`src/rtl/fix_line_fetch.sv`:
```
// fix_line_fetch: per-scanline fix-layer fetcher.
// Walks the 40 map columns of one scanline. Each column takes one VRAM map read
// and two fix ROM reads, and writes two four-pixel quads into the line buffer.
module fix_line_fetch (
    input  logic        clk,
    input  logic        rstn,
    input  logic        linestart,
    input  logic [7:0]  line,
    output logic        busy,
    output logic        done,
    output logic        vreq,
    output logic [10:0] vaddr,
    input  logic        vack,
    input  logic [15:0] vdata,
    output logic        msreq,
    output logic [16:0] msaddr,
    input  logic        msack,
    input  logic [15:0] msdata,
    output logic        pxwe,
    output logic [6:0]  pxaddr,
    output logic [31:0] pxdata
);

    localparam int unsigned NCOLS    = 40;
    localparam logic [5:0]  LAST_COL = 6'(NCOLS - 1);

    typedef enum logic [2:0] {
        S_IDLE,
        S_MAP,
        S_ROMA,
        S_ROMB,
        S_FIN
    } state_t;

    // REQ is only used for the first access of a line; later accesses
    // raise their request directly on leaving the previous GAP.
    typedef enum logic [1:0] {
        PH_REQ,
        PH_WAIT,
        PH_GAP
    } phase_t;

    state_t      state_q, state_d;
    phase_t      phase_q, phase_d;
    logic [5:0]  col_q, col_d;
    logic [7:0]  line_q, line_d;
    logic [3:0]  pal_q, pal_d;
    logic [11:0] tile_q, tile_d;

    logic        busy_d, done_d, vreq_d, msreq_d, pxwe_d;
    logic [10:0] vaddr_d;
    logic [16:0] msaddr_d;
    logic [6:0]  pxaddr_d;
    logic [31:0] pxdata_d;

    logic [10:0] map_addr_c;
    logic [10:0] next_map_addr_c;
    logic [16:0] roma_addr_c;
    logic [16:0] romb_addr_c;
    logic [31:0] quad_c;

    // Address and pixel formatting shared by the state machine.
    always_comb begin
        map_addr_c      = {col_q, line_q[7:3]};
        next_map_addr_c = {6'(col_q + 6'd1), line_q[7:3]};
        roma_addr_c     = {tile_q, 1'b1, 1'b0, line_q[2:0]};
        romb_addr_c     = {tile_q, 1'b0, 1'b0, line_q[2:0]};
        quad_c          = {pal_q, msdata[15:12], pal_q, msdata[11:8],
                           pal_q, msdata[7:4],   pal_q, msdata[3:0]};
    end

    // State and registered outputs; synchronous active-low reset.
    always_ff @(posedge clk) begin
        if (!rstn) begin
            state_q <= S_IDLE;
            phase_q <= PH_REQ;
            col_q   <= '0;
            line_q  <= '0;
            pal_q   <= '0;
            tile_q  <= '0;
            busy    <= 1'b0;
            done    <= 1'b0;
            vreq    <= 1'b0;
            vaddr   <= '0;
            msreq   <= 1'b0;
            msaddr  <= '0;
            pxwe    <= 1'b0;
            pxaddr  <= '0;
            pxdata  <= '0;
        end else begin
            state_q <= state_d;
            phase_q <= phase_d;
            col_q   <= col_d;
            line_q  <= line_d;
            pal_q   <= pal_d;
            tile_q  <= tile_d;
            busy    <= busy_d;
            done    <= done_d;
            vreq    <= vreq_d;
            vaddr   <= vaddr_d;
            msreq   <= msreq_d;
            msaddr  <= msaddr_d;
            pxwe    <= pxwe_d;
            pxaddr  <= pxaddr_d;
            pxdata  <= pxdata_d;
        end
    end

    // Next-state and next-output logic; acks only count in the WAIT phase.
    always_comb begin
        state_d  = state_q;
        phase_d  = phase_q;
        col_d    = col_q;
        line_d   = line_q;
        pal_d    = pal_q;
        tile_d   = tile_q;
        busy_d   = busy;
        done_d   = 1'b0;
        vreq_d   = vreq;
        vaddr_d  = vaddr;
        msreq_d  = msreq;
        msaddr_d = msaddr;
        pxwe_d   = 1'b0;
        pxaddr_d = pxaddr;
        pxdata_d = pxdata;

        case (state_q)
            S_IDLE: begin
                if (linestart) begin
                    line_d  = line;
                    col_d   = '0;
                    busy_d  = 1'b1;
                    state_d = S_MAP;
                    phase_d = PH_REQ;
                end
            end

            S_MAP: begin
                case (phase_q)
                    PH_REQ: begin
                        vreq_d  = 1'b1;
                        vaddr_d = map_addr_c;
                        phase_d = PH_WAIT;
                    end
                    PH_WAIT: begin
                        if (vack) begin
                            pal_d   = vdata[15:12];
                            tile_d  = vdata[11:0];
                            vreq_d  = 1'b0;
                            phase_d = PH_GAP;
                        end
                    end
                    PH_GAP: begin
                        msreq_d  = 1'b1;
                        msaddr_d = roma_addr_c;
                        state_d  = S_ROMA;
                        phase_d  = PH_WAIT;
                    end
                    default: phase_d = PH_REQ;
                endcase
            end

            S_ROMA: begin
                case (phase_q)
                    PH_REQ: begin
                        msreq_d  = 1'b1;
                        msaddr_d = roma_addr_c;
                        phase_d  = PH_WAIT;
                    end
                    PH_WAIT: begin
                        if (msack) begin
                            msreq_d  = 1'b0;
                            pxwe_d   = 1'b1;
                            pxaddr_d = {col_q, 1'b0};
                            pxdata_d = quad_c;
                            phase_d  = PH_GAP;
                        end
                    end
                    PH_GAP: begin
                        msreq_d  = 1'b1;
                        msaddr_d = romb_addr_c;
                        state_d  = S_ROMB;
                        phase_d  = PH_WAIT;
                    end
                    default: phase_d = PH_REQ;
                endcase
            end

            S_ROMB: begin
                case (phase_q)
                    PH_REQ: begin
                        msreq_d  = 1'b1;
                        msaddr_d = romb_addr_c;
                        phase_d  = PH_WAIT;
                    end
                    PH_WAIT: begin
                        if (msack) begin
                            msreq_d  = 1'b0;
                            pxwe_d   = 1'b1;
                            pxaddr_d = {col_q, 1'b1};
                            pxdata_d = quad_c;
                            phase_d  = PH_GAP;
                        end
                    end
                    PH_GAP: begin
                        if (col_q == LAST_COL) begin
                            state_d = S_FIN;
                            phase_d = PH_REQ;
                        end else begin
                            col_d   = 6'(col_q + 6'd1);
                            vreq_d  = 1'b1;
                            vaddr_d = next_map_addr_c;
                            state_d = S_MAP;
                            phase_d = PH_WAIT;
                        end
                    end
                    default: phase_d = PH_REQ;
                endcase
            end

            S_FIN: begin
                busy_d  = 1'b0;
                done_d  = 1'b1;
                state_d = S_IDLE;
                phase_d = PH_REQ;
            end

            default: begin
                state_d = S_IDLE;
                phase_d = PH_REQ;
            end
        endcase
    end

endmodule

```
`config.mk`:
```
export PLATFORM = sky130hd
export DESIGN_NAME = fix_line_fetch
export DESIGN_NICKNAME = d
export VERILOG_FILES = /design/src/rtl/fix_line_fetch.sv
export SDC_FILE = /design/constraint.sdc
export NUM_CORES = 1
export LEC_CHECK = 0
export CAP_MARGIN = 20
export CELL_PAD_IN_SITES_DETAIL_PLACEMENT = 1
export CELL_PAD_IN_SITES_GLOBAL_PLACEMENT = 2
export CORE_MARGIN = 3
export CORE_UTILIZATION = 26
export CTS_BUF_LIST = sky130_fd_sc_hd__clkbuf_16
export DETAILED_ROUTE_END_ITERATION = 16
export PLACE_DENSITY = 0.8
export SLEW_MARGIN = 20
export SYNTH_ARGS = -nofsm -noshare
export SYNTH_HDL_FRONTEND = slang
export SYNTH_SLANG_ARGS = --single-unit
```
`constraint.sdc`:
```
create_clock -name clk -period 1.8 [get_ports clk]
set_input_delay 0.27 -clock clk [delete_from_list [all_inputs] [get_ports clk]]
set_output_delay 0.27 -clock clk [all_outputs]
set_load 0.03 [all_outputs]
```
### Word-level counts from Yosys, hierarchy flattened

Index checks and enable logic that the tools add are counted.
Widths: inputs -> output; s select.

* $add $sub $neg: 1
* equality and inequality tests: 23
* muxes and demuxes: 45
* reduce and logical (&&, ||, !) cells: 22

Operators with widths (number)
* $pmux 17 s3: 1
* $mux 17: 2
* $pmux 17 s2: 1
* $mux 11: 3
* $mux 7: 4
* $pmux 11 s2: 1
* $reduce_and 4->1: 5
* $mux 6: 3
* $ne 2x2->1 const B: 9
* $mux 3: 5
* $pmux 7 s2: 1
* $ne 3x3->1 const B: 4
* $pmux 3 s4: 1
* $pmux 6 s2: 1
* $pmux 1 s2: 5
* $reduce_and 5->1: 2
* $mux 1: 9
* $reduce_and 3->1: 3
* $pmux 2 s2: 2
* $pmux 2 s4: 1
* $reduce_bool 2->1: 4
* $add 6x1->6 const B: 1
* $eq 3x2->1 const B: 2
* $eq 6x6->1 const B: 1
* other kinds (14): 20

* flip-flop bits (word level): 107
* input bits: 45
* output and inout bits: 72

### Logic depth before layout (Yosys ltp)

* word-level depth: 4
* depth in mapped cells: 7
* mapped depth without buffers: 5

### Worst setup path after synthesis

No wires, ideal clock.

* path kind: register -> register
* start: register phase_q[0]
* end: register msreq
* arrival time: 1.433 ns
* data required time: 1.668 ns
* setup slack: 0.235 ns
* stages on the path, launching flop included: 7
* buffers on the path: 2
* period minus slack after synthesis: 1.565 ns
* cells stage by stage: dfxtp_1 -> or3b_4 -> or2_1 -> buf_6 -> buf_6 -> nand2_1 -> a21oi_1

* cells in the longest elaborated chain, start to end: 4
* elaborated cells on any way between the ends: 11
* those cells by class: eq/ne (5); mux (3); reduce/logical (3)

RTL lines
* start, declared: line 44 `phase_t phase_q, phase_d;`
* start signal, assigned: line 92 `phase_q <= phase_d;`
* $eq 2x2->1 / $logic_not 2->1 (equally long branches): line 139, 164, 190
* $reduce_or 2->1 (no line)
* $pmux 1 s2 / $ne 3x3->1 (equally long branches)
* $pmux 1 s3 / $reduce_and 4->1 (equally long branches)
* end signal, assigned: line 101 `msreq <= msreq_d;`
* end, declared: line 15 `output logic msreq,`

Parallel ways exist; a longest one is shown, timed or not.
A chain may end at the register's enable or synchronous reset.

==> metrics.md <==
| Metric | Value |
|---|---|
| Highest routing layer actually used | met4 |
| Tmin final | 1750 ps |
| Layout Skew | 4.821 ps |
| Leakage | 2.159 nW |
| Main area contributors after synthesis | dfxtp_1 (49%), nand2_1 (11%), a21oi_1 (8.3%) |
| Initial Utilization | 27.18% |
| # setup viols final | 0 |
| Buf+Inv Stages, Crit Path | 1 |
| Die area | 16,290 um2 |
| RSZ-0062 raised after global routing | no |
| Worst Setup End Kind | primary output |
| CTS Root Cell | clkbuf_16 |
| Worst Path Required | 1530 ps |
| Synth Instances | 460 |
| Fin nets | 620 |
| Clk slew on worst S/H paths | 60 ps |
| Placed insts | 742 |
| Post-CTS setup buffers | 0 |
| Sequential share of the synthesized area | 48.93% |
| Drt wl/cell | 14.97 um |
| Placed instance area | 5263 um2 |
| Die span in x | 127.6 um |
| DP HPWL | 8.305 mm |
| Worst skew pair latency | 340 ps |
| Max FO, Critical Path | 5 |
| Max Root-Sink Buffers | 2 |
| Synth area leader | dfxtp_1 |
| Synth-to-layout area growth | 45.35% |
| Syn avg cell area | 8.361 um2 |
| Die Ht | 127.6 um |
| DR WL met3 | 543 um |
| Worst min path class | flop to flop |
| Status | finished, final reports clean |
| Core footprint | 14,150 um2 |
| Period Utilization, post-route | 97.23% |
| List of most frequent post-synthesis cells | nand2_1 (117), dfxtp_1 (94), a21oi_1 (64) |
| Layout cells sized above 1 | 9.516% |
| Crit path DAT | 1480 ps |
| Multi-input logic area | 1670 um2 |
| Synth warnings | 0 |
| Gr ovfl total | 0 |
| Largest net degree at the start of global routing | 45 |
| Global-route wire length before repair | 18.32 mm |
| Routed met2 length | 5.340 mm |
| Post-synth net total | 507 |
| FMAX | 0.5714 GHz |
| First-pass DRT Iterations | 4 |
| Critical Path Start Type | flop |
| Synth Cell Area | 3846 um2 |
| Antenna violations before repair | 0 |
| Final ANT Viol Nets | 0 |
| Vias per std cell | 4.627 |
| Most common cell in the netlist | nand2_1 |
| Number of fill cells | 1,646 |
| DR iter-0 viols | 164 |
| Worst-path cell chain | clkdlybuf4s50_1 |
| Post-synth EDFFs | 0 |
| Ports | 117 |
| Total track usage | 13.92% |
| Total of max-cap violations | 0 |
| Total CTS buffers | 9 |
| CP max stage cell | clkdlybuf4s50_1 |
| Main synth FF type | dfxtp_1 |
| Row count | 43 |
| PD cells | 848.1 nW/um2 |
| Hold WS | 453.7 ps |
| Final instance area | 5590 um2 |
| Antenna Cells | 0 |
| Overall Power | 4.741 mW |
| Final instance count without filler cells | 758 |
| Final hold viol count | 0 |
| Netlist cell types | 49 |
| Ys async rst share | 0% |
| Drt drc | 0 |
| Max incr delay on CP | 730 ps |
| FF/Latch Area | 1884 um2 |
| Sink Count | 94 |
| Critical path class | flop to primary output |
| Final wirelength | 11.34 mm |
| Vias in the first global route | 3,623 |
| Hold buffers post-CTS | 0 |
| Worst VDD drop | 431.3 uV |
| Crit path max-delay family | buffers and inverters |
| TritonCTS clock tree | built |
| Final Max Slew Viols | 0 |
| GP Congestion | 0.7930 |
| FF+latch count, synth | 94 |
| DR vias | 3,507 |
| # port buffers | 115 |
| H-tree lvl count | 3 |
| Routed length on met1 | 5.297 mm |
| Share of the synthesized area in the top cell type | 48.93% |
-- stage by stage --
| stage | utilization, % | setup slack [ps] | TNS [ps] |
|---|---|---|---|
| 3_3_place_gp | 37.19 | -14.99 | -19.00 |
| 6_report | 39.51 | 49.93 | 0 |
| 3_5_place_dp | 37.19 | -38.35 | -70.71 |
| 4_1_cts | 39.42 | 18.68 | 0 |
| 2_1_floorplan | - | 234.7 | 0 |
| 5_1_grt | 39.51 | 9.012 | 0 |
-- cells by family after synthesis --
family                   count (synthesis)  synth area share [%]
other                                    1               0.09750
flip-flops                              94                 48.93
AND/OR/NAND/NOR                        188                 21.44
adder cells (fa/ha/maj)                  2                0.6505
multiplexers                            18                 4.684
buffers and inverters                   51                 7.644
XOR/XNOR                                 6                 1.366
AO/OA/AOI/OAI                          100                 15.19
-- flip-flops by register name, summed over array words and instances, names as in the netlist --
signal,count
busy,1
col_q,6
done,1
line_q,8
msaddr,16
msreq,1
pal_q,4
phase_q,2
pxaddr,7
pxdata,20
pxwe,1
state_q,3
tile_q,12
vaddr,11
vreq,1
-- final cells by class --
class	count	share of cell area, %
Sequential cell	94	33.71
Multi-Input combinational cell	315	29.88
Timing Repair Buffer	146	26.28
Clock buffer	9	4.029
Tap cell	180	4.029
Clock inverter	7	1.611
Inverter	7	0.4700
-- where the power goes --
group	switching [mW]	internal (mW)	total (mW)	leakage, nW
Combinational	0.270	0.265	0.534	1.24
Clock	0.816	1.21	2.03	0.158
Sequential	0.0432	2.14	2.18	0.761
-- cell usage in the layout, fill, tap and decap left out, drive strengths merged, types with 3 or more instances in the layout --
cell type      instances
a211oi                 5
a21oi                 64
a32o                   3
buf                   31
clkbuf                 9
clkdlybuf4s50        111
dfxtp                 94
dlymetal6s2s           4
inv                    9
mux2i                 18
nand2                117
nand2b                 3
nand3                 10
nor2                  31
nor3                   5
nor4                   4
o211a                  3
o21ai                 12
or2                    4
xnor2                  5
-- what timing repair did --
action | CTS | global route
setup endpoints to repair | 0 | 11
resized for setup | 0 | 6
endpoints found under the hold margin | 0 | 0
-- metal layers --
layer / track usage, % / vias up
li1: - / 1761
met1: 17.98 / 1655
met2: 22.86 / 81
met3: 3.303 / 10
met4: 4.744 / 0
met5: 0 / -
-- final timing paths --
check                                              from                      to  slack [ps]  depth (start not counted)
worst max-delay path            pxdata[23]$_SDFFE_PN0P_               pxdata[7]          50                          1
worst max register to register  state_q[2]$_SDFFE_PN0P_       vreq$_SDFFE_PN0P_         140                          5
worst min register to register   pxdata[3]$_SDFFE_PN0P_  pxdata[3]$_SDFFE_PN0P_         450                          2
worst min-delay path             pxdata[3]$_SDFFE_PN0P_  pxdata[3]$_SDFFE_PN0P_         450                          2
Note: power is estimated with default switching activity, not from simulation.
